[src/rtl/sobel_edge_pkg.sv]
// Shared image geometry, output encodings and gradient helpers for the Sobel stage.
// Constants only; no timing and no flow control.
package sobel_edge_pkg;

    localparam int IMG_W = 100;
    localparam int IMG_H = 100;
    localparam int AW    = $clog2(IMG_W);
    localparam int RW    = $clog2(IMG_H);

    localparam logic [10:0] THR_DEF  = 11'd60;
    localparam logic [7:0]  EDGE_VAL = 8'hFF;
    localparam logic [7:0]  BG_VAL   = 8'h00;

    typedef logic [7:0] pix_t;

    // One window column, listed top to bottom.
    typedef struct packed {
        pix_t top;
        pix_t mid;
        pix_t bot;
    } col_t;

    function automatic logic [10:0] wsum121(pix_t a, pix_t b, pix_t c);
        return {3'b000, a} + {2'b00, b, 1'b0} + {3'b000, c};
    endfunction

    function automatic logic [10:0] abs11(logic signed [10:0] x);
        return x[10] ? 11'(-x) : 11'(x);
    endfunction

endpackage

[src/rtl/sobel_edge_if.sv]
// Pixel strobe bus: grayscale pixels in, binarised edge pixels out.
// Strobe-only transfers; the bus has no backpressure.
interface sobel_edge_if;
    logic [7:0] pi_data;
    logic       pi_flag;
    logic [7:0] po_data;
    logic       po_flag;

    modport master (output pi_data, pi_flag, input  po_data, po_flag);
    modport slave  (input  pi_data, pi_flag, output po_data, po_flag);
endinterface

[src/rtl/sobel_edge_line_buf.sv]
// One image line of pixel storage; read-before-write, read data registered on en_i.
// No backpressure; one access per strobe.
module line_buf
    import sobel_edge_pkg::*;
(
    input  logic          clk,
    input  logic          rst_n,
    input  logic          en_i,
    input  logic [AW-1:0] addr_i,
    input  pix_t          wdat_i,
    output pix_t          old_o,
    output pix_t          rd_o
);

    pix_t mem [IMG_W];
    pix_t rd_q;

    // Word at the address before this cycle's write; feeds the next buffer in the cascade.
    assign old_o = mem[addr_i];
    assign rd_o  = rd_q;

    always_ff @(posedge clk or negedge rst_n) begin
        if (!rst_n) begin
            rd_q <= '0;
        end else if (en_i) begin
            rd_q <= old_o;
        end
    end

    always_ff @(posedge clk) begin
        if (en_i) begin
            mem[addr_i] <= wdat_i;
        end
    end

endmodule

[src/rtl/sobel_edge.sv]
// 3x3 Sobel edge detector on a raster pixel stream; po_flag follows pi_flag by 4 cycles.
// No backpressure: accepts a pixel on any cycle, output rate equals input rate.
module sobel_edge
    import sobel_edge_pkg::*;
#(
    parameter logic [10:0] THR = THR_DEF
)
(
    input logic         sys_clk,
    input logic         sys_rst_n,
    sobel_edge_if.slave pix
);

    logic [AW-1:0] col_q, col_d;
    logic [RW-1:0] row_q, row_d;

    pix_t lb1_old, lb1_rd, lb2_rd, lb2_cas_unused;
    pix_t pix_q;
    col_t win_l_q, win_m_q, win_r;

    logic                v1_q, v2_q, v3_q;
    logic signed [10:0]  gx_q, gy_q, gx_d, gy_d;
    logic        [10:0]  sum_q, sum_d;
    logic                po_flag_q;
    pix_t                po_data_q, po_data_d;

    always_comb begin
        col_d = col_q;
        row_d = row_q;
        if (pix.pi_flag) begin
            if (col_q == AW'(IMG_W - 1)) begin
                col_d = '0;
                row_d = (row_q == RW'(IMG_H - 1)) ? '0 : row_q + 1'b1;
            end else begin
                col_d = col_q + 1'b1;
            end
        end
    end

    line_buf u_lb1 (
        .clk    (sys_clk),
        .rst_n  (sys_rst_n),
        .en_i   (pix.pi_flag),
        .addr_i (col_q),
        .wdat_i (pix.pi_data),
        .old_o  (lb1_old),
        .rd_o   (lb1_rd)
    );

    line_buf u_lb2 (
        .clk    (sys_clk),
        .rst_n  (sys_rst_n),
        .en_i   (pix.pi_flag),
        .addr_i (col_q),
        .wdat_i (lb1_old),
        .old_o  (lb2_cas_unused),
        .rd_o   (lb2_rd)
    );

    // The line-buffer read registers plus pix_q are the window's right column.
    assign win_r = {lb2_rd, lb1_rd, pix_q};

    always_comb begin
        gx_d      = signed'(wsum121(win_r.top, win_r.mid, win_r.bot)
                          - wsum121(win_l_q.top, win_l_q.mid, win_l_q.bot));
        gy_d      = signed'(wsum121(win_l_q.bot, win_m_q.bot, win_r.bot)
                          - wsum121(win_l_q.top, win_m_q.top, win_r.top));
        sum_d     = abs11(gx_q) + abs11(gy_q);
        po_data_d = (sum_q >= THR) ? EDGE_VAL : BG_VAL;
    end

    always_ff @(posedge sys_clk or negedge sys_rst_n) begin
        if (!sys_rst_n) begin
            col_q     <= '0;
            row_q     <= '0;
            pix_q     <= '0;
            win_l_q   <= '0;
            win_m_q   <= '0;
            v1_q      <= 1'b0;
            v2_q      <= 1'b0;
            v3_q      <= 1'b0;
            gx_q      <= '0;
            gy_q      <= '0;
            sum_q     <= '0;
            po_flag_q <= 1'b0;
            po_data_q <= BG_VAL;
        end else begin
            col_q <= col_d;
            row_q <= row_d;
            v1_q  <= pix.pi_flag && (row_q >= RW'(2)) && (col_q >= AW'(2));
            if (pix.pi_flag) begin
                win_l_q <= win_m_q;
                win_m_q <= win_r;
                pix_q   <= pix.pi_data;
            end
            v2_q      <= v1_q;
            gx_q      <= gx_d;
            gy_q      <= gy_d;
            v3_q      <= v2_q;
            sum_q     <= sum_d;
            po_flag_q <= v3_q;
            if (v3_q) begin
                po_data_q <= po_data_d;
            end
        end
    end

    assign pix.po_data = po_data_q;
    assign pix.po_flag = po_flag_q;

endmodule

[src/flat_wrapper.sv]
// flat-port wrapper written by rule: the top's interface ports become plain ports
module sobel_edge_flat import sobel_edge_pkg::*;
#(
    parameter logic [10:0] THR = THR_DEF
)
  (sys_clk, sys_rst_n, pix_pi_data, pix_pi_flag, pix_po_data, pix_po_flag);
  sobel_edge_if pix_i ();
  input logic sys_clk;
  input logic sys_rst_n;
  input wire logic [$bits(pix_i.pi_data)-1:0] pix_pi_data;
  input wire logic [$bits(pix_i.pi_flag)-1:0] pix_pi_flag;
  output wire logic [$bits(pix_i.po_data)-1:0] pix_po_data;
  output wire logic [$bits(pix_i.po_flag)-1:0] pix_po_flag;
  assign pix_i.pi_data = pix_pi_data;
  assign pix_i.pi_flag = pix_pi_flag;
  assign pix_po_data = pix_i.po_data;
  assign pix_po_flag = pix_i.po_flag;
  sobel_edge #(.THR(THR)) u_core (.sys_clk(sys_clk), .sys_rst_n(sys_rst_n), .pix(pix_i));
endmodule
[config.mk]
export PLATFORM = sky130hd
export DESIGN_NAME = sobel_edge_flat
export DESIGN_NICKNAME = d
export VERILOG_FILES = /design/src/rtl/sobel_edge_pkg.sv /design/src/rtl/sobel_edge_if.sv /design/src/rtl/sobel_edge_line_buf.sv /design/src/rtl/sobel_edge.sv /design/src/flat_wrapper.sv
export SDC_FILE = /design/constraint.sdc
export NUM_CORES = 2
export LEC_CHECK = 0
export ABC_AREA = 1
export BUFFER_PORTS_ARGS = -buffer_cell sky130_fd_sc_hd__buf_2
export CORE_MARGIN = 4
export CORE_UTILIZATION = 25
export DETAILED_ROUTE_END_ITERATION = 16
export GPL_TIMING_DRIVEN = 0
export HOLD_SLACK_MARGIN = 0.08
export PLACE_DENSITY = 0.36
export SLEW_MARGIN = 20
export SYNTH_ARGS = -nofsm -noshare
export SYNTH_HDL_FRONTEND = slang
export SYNTH_SLANG_ARGS = --single-unit
export TNS_END_PERCENT = 5
[constraint.sdc]
create_clock -name sys_clk -period 7.3 [get_ports sys_clk]
set_input_delay 1.095 -clock sys_clk [delete_from_list [all_inputs] [get_ports sys_clk]]
set_output_delay 1.095 -clock sys_clk [all_outputs]
set_load 0.05 [all_outputs]
# Yosys cells after proc, flatten, opt, wreduce, memory -nomap -nowiden
# Memories as Yosys holds them, arrays and structs flattened. A register that Yosys moved wholly into a read port is not among the register bits.
# Index checks and enable logic that the tools add are counted.
# totals
regBits	123
ram_bits	1600
input_bits	11
out_inout_bits	9
memories	2
# mem_list
name	words	width	read_ports	rd_ports_with_merged_regs	wr	line_no	rtl
u_core.u_lb1.mem	100	8	1	0	1	sobel_edge_line_buf.sv:15	pix_t mem [IMG_W];
u_core.u_lb2.mem	100	8	1	1	1	sobel_edge_line_buf.sv:15	
# classes
n_addsub	15
magnitude_cmp	3
eq_ne	2
mux	7
reduce_logical	4
# op_table
operator	count
$add A11 B8 Y11	4
$add A8 B9 Y10	4
$mux W11	2
$neg A11 Y11	2
$sub A11 B11 Y11	2
$add A7 B1 Y7 const B	2
$eq A7 B7 Y1 const B	2
$ge A7 B2 Y1 const B	2
$mux W7	2
$add A11 B11 Y11	1
$ge A11 B6 Y1 const B	1
$mux W8	1
$logic_and A1 B1 Y1	2
$mux W1	2
$reduce_and A2 Y1	1
$logic_not A1 Y1	1

# Logic depth before layout (Yosys ltp)
# depth
word_depth	3
mapped_depth	20

# By module
# Synthesis repeated with hierarchy kept, for this count alone.
# unflattened
hier_cells	7587
area_unflattened_um2	75602.5
# modules_own_cells
module	n_inst	cells_each	area_per_inst_um2	seq_area_each_um2
line_buf	2	3389	34224.1	24223.2
sobel_edge	1	809	7154.4	2652.5

# Worst setup path before layout
# Ideal clock, no wire load.
# synth_path
path_type	input to register
start	input pix_pi_flag
end	memory u_core.u_lb1.mem[93][0] (netlist name), enable pin
arrival_ns	3.421
t_required_ns	6.870
path_slack_ns	3.449
stages	4
n_path_buf	2
cell_sequence	clkbuf_1 buf_1 nand3_1 nor4_1
# synth_via
elab_chain_len	2
# synth_rtl
item	line_no	rtl
start: declaration	flat_wrapper.sv:11	input wire logic [$bits(pix_i.pi_flag)-1:0] pix_pi_flag;
$mux W1	sobel_edge_line_buf.sv:31	if (en_i) begin
$mux W1 (not written as such)	sobel_edge_line_buf.sv:32	mem[addr_i] <= wdat_i;
end: declaration	sobel_edge_line_buf.sv:15	
# Every way passes these cells.

# Worst setup path in the final report
# layout_path
start	register u_core.col_q[0]
end	memory u_core.u_lb2.mem[50][1] (netlist name) (data pin)
# layout_via
elab_chain_len	1
# layout_rtl
item	line_no	rtl
start: declaration	sobel_edge.sv:14	logic [AW-1:0] col_q, col_d;
start signal: assignment	sobel_edge.sv:88	col_q <= col_d;
$mem_v2 Z100 W8	-	
named net u_core.lb1_old[1]	sobel_edge.sv:17	pix_t lb1_old, lb1_rd, lb2_rd, lb2_cas_unused;
end: declaration	sobel_edge_line_buf.sv:15	
# The timed path passes the listed nets, and every way through them passes these cells.

==> results.toml <==
[run_status]
status = "finished, final reports clean"

[die]
fp.coreArea_mm2 = 0.297
die_area_mm2 = 0.308
std_cell_rows = 200
die_h_um = 555
fp.dieW_um = 555
start_util_pct = 25.2
io_pins = 20

[yosys]
syn-mean-instance-area_um2 = 11.0
seq_area_frac_synth_pct = 68.3
syn_inst = 6803
yosysUniqueCellTypes = 41
ys_warn_count = 0
synth_seq_cells = 1721
syn_nets = 6923
synth-main-ff-cell = "edfxtp_1"
async_flop_share_pct = 7.03
synth-edff-count = 1600
synth_area_mm2 = 0.0748

[cells_and_area]
syn_to_final_growth_pct = 18.0
finalNetCount = 7229
fillers = 30900
drive_above_1_share_pct = 12.3
register_area_mm2 = 0.0511
multiInputGateArea_mm2 = 0.0192

[global_route]
grt_overflow_total = 0
grt_usage_pct = 18.5
grt_pass1_wl_um = 400000
grt_pass1_vias = 48800
antenna_found_initial = 23
grt_max_degree = 65

[routing]
drc = 0
ant_nets = 0
drt_pass1_iterations = 6
initialDrtViolationCount = 4684
top_layer = "met5"
wl_met2_um = 134000
met1_length_um = 132000
via_per_inst = 4.47
wire_per_inst_um = 26.0
wirelength_um = 292000
route.vias.total = 50100
wl_met3_um = 16700

[sta]
rsz0062_at_grt = "false"
slew_headroom_pct = 20.4
drv_slew = 0
max_freq_ghz = 0.203
whs_ns = 0.200
setup_viol = 0
tightest_slew_ns = 1.19
fin_crit_sh_pct = 67.4
post-route-min-period_ns = 4.92
hold_viol_final = 0
clock_skew_ns = 0.0761

[place]
portBuffers = 18
place.gp.congestion = 0.858
hpwl_um = 205000

[setup_path]
cp-start-kind = "flip-flop"
criticalPathCategory = "reg2reg"
slowest_stage = "o21ai_0"
crit_path_max_fanout = 50
worst-endpoint-required_ns = 7.88
critPathArrivalTime_ns = 5.50
end_kind = "flip-flop"
cp.buffers_inverters = 6
cpPeakStageDelay_ns = 0.82
crit_family = "buffers and inverters"
worstPathCellList = "buf_4, buf_6, buf_4, buf_2, nand2_1, nand3_1, nand2_1, o21ai_0, nand2_1, nor2_1, nor2_1, nor2_1, nand2_4, buf_16, buf_16"

[cts]
clock_path_buffers = 4
cts.sinks = 1721
ctsHoldBuffers = 0
clock_tree.root_cell = "clkbuf_16"
htreeDepth = 4
cts_buffers = 206
clk_pin_slew_ns = 0.06
insertion_delay_ns = 0.89
cts_tree = "yes"
cts_setup_buffers = 0
cts_resized = 0

[power_and_ir_drop]
total_power_uw = 39400
leakage_uw = 0.0346
ir_drop_uv = 498
power_density_mw_per_mm2 = 446

[job]
cap_viol_max_count = 0

[min_path]
hp-class = "in2async"
==> stage by stage <==
stage          std cells  utilization (%)  setup TNS (ns)  instance area [um^2]  setup slack, ns
4_1_cts            11200             29.7               0                 88300             2.49
3_3_place_gp       10800             26.8         -453.72                 79800           -0.806
3_5_place_dp       10800             27.6               0                 82100             2.38
6_report           11200             29.7               0                 88300             2.38
5_1_grt            11200             29.7               0                 88300             2.28
2_1_floorplan       6803                -               0                 74800             3.45
==> sequential cells by signal, indices dropped and copies added (netlist names) <==
signal,cells
u_core.win_l_q,24
u_core.win_m_q,24
u_core.gy_q,10
u_core.pix.po_data,1
u_core.u_lb1.mem,800
u_core.col_q,7
u_core.sum_q,9
u_core.u_lb1.rd_o,8
u_core.v2_q,1
u_core.row_q,7
u_core.pix_q,8
u_core.gx_q,11
u_core.v3_q,1
u_core.pix.po_flag,1
u_core.u_lb2.rd_o,8
u_core.v1_q,1
u_core.u_lb2.mem,800
==> power breakdown <==
group | leakage (uW) | internal [uW] | switching [uW]
Clock | 0.00298 | 5480 | 4260
Combinational | 0.0156 | 4370 | 11800
Sequential | 0.0159 | 13200 | 242
Total | 0.0346 | 23100 | 16300
==> path summary, 6_finish.rpt <==
check	startpoint	end	slack (ns)	cells after the start
max in group asynchronous	sys_rst_n	u_core.win_l_q[7]	6.36	2
max	u_core.col_q[0]	u_core.u_lb2.mem[50][1]	2.38	15
max reg2reg	u_core.col_q[0]	u_core.u_lb2.mem[50][1]	2.38	15
min	sys_rst_n	u_core.v3_q	0.20	1
min reg2reg	u_core.v1_q	u_core.v2_q	0.36	0
min in group sys_clk	u_core.v1_q	u_core.v2_q	0.36	0
==> worst reg2reg max path, delay by kind of cell, from the launching register on <==
family,cells,cell delay [ns]
flip-flops,1,0.35
AO/OA/AOI/OAI,1,0.82
buffers and inverters,6,1.74
AND/OR/NAND/NOR,8,1.69
==> final cells by class <==
class,instances,area share (%)
diodes,4,0.0113
plain buffers,320,1.91
clock buffers,265,6.16
clock inverters,105,0.832
inverters,938,3.99
multi-input cells,3824,21.7
flip-flops and latches,1721,57.9
well taps,3939,5.58
repair buffers,98,1.92
==> synth_stat cells, types with 19 or more instances <==
master,number,area (um^2)
ha_1,72,901
or2_2,184,1150
fa_1,37,741
a21oi_1,54,270
xor2_1,47,412
nand4_1,19,119
edfxtp_1,1600,48000
o211ai_1,243,1820
o21ai_0,258,1290
o21ai_1,77,385
dfrtp_1,121,3030
buf_2,169,846
nand3_1,368,1840
xnor2_1,22,193
inv_1,931,3490
nor2_1,888,3330
buf_4,36,270
nand2_1,1490,5590
clkbuf_1,91,342
==> routing by layer <==
layer	vias up	global-route usage [%]
li1	23200	-
met1	25100	25.8
met2	1423	30.0
met3	357	2.72
met4	2	5.30
met5	-	0
==> cell usage in the layout (no fill, tap or decap), types with 54 or more instances in the layout <==
cell type	synthesis	routed
ha_1	72	72
clkbuf_1	91	132
inv_1	931	931
dfrtp_1	121	121
clkinv_1	3	64
or2_2	184	184
nand3_1	368	367
a21oi_1	54	54
clkbuf_16	0	208
o211ai_1	243	243
o21ai_0	258	258
nor2_1	888	790
buf_2	169	180
edfxtp_1	1600	1600
nand2_1	1490	1480
nor2_4	3	71
o21ai_1	77	77
==> logic make-up after synthesis <==
group / share of synthesized area (%)
buffers and inverters: 6.94
AND/OR/NAND/NOR: 16.3
XOR/XNOR: 0.808
flip-flops: 68.3
AO/OA/AOI/OAI: 5.40
adder cells (fa/ha/maj): 2.20
No activity file was read; power rests on OpenSTA's default activity.
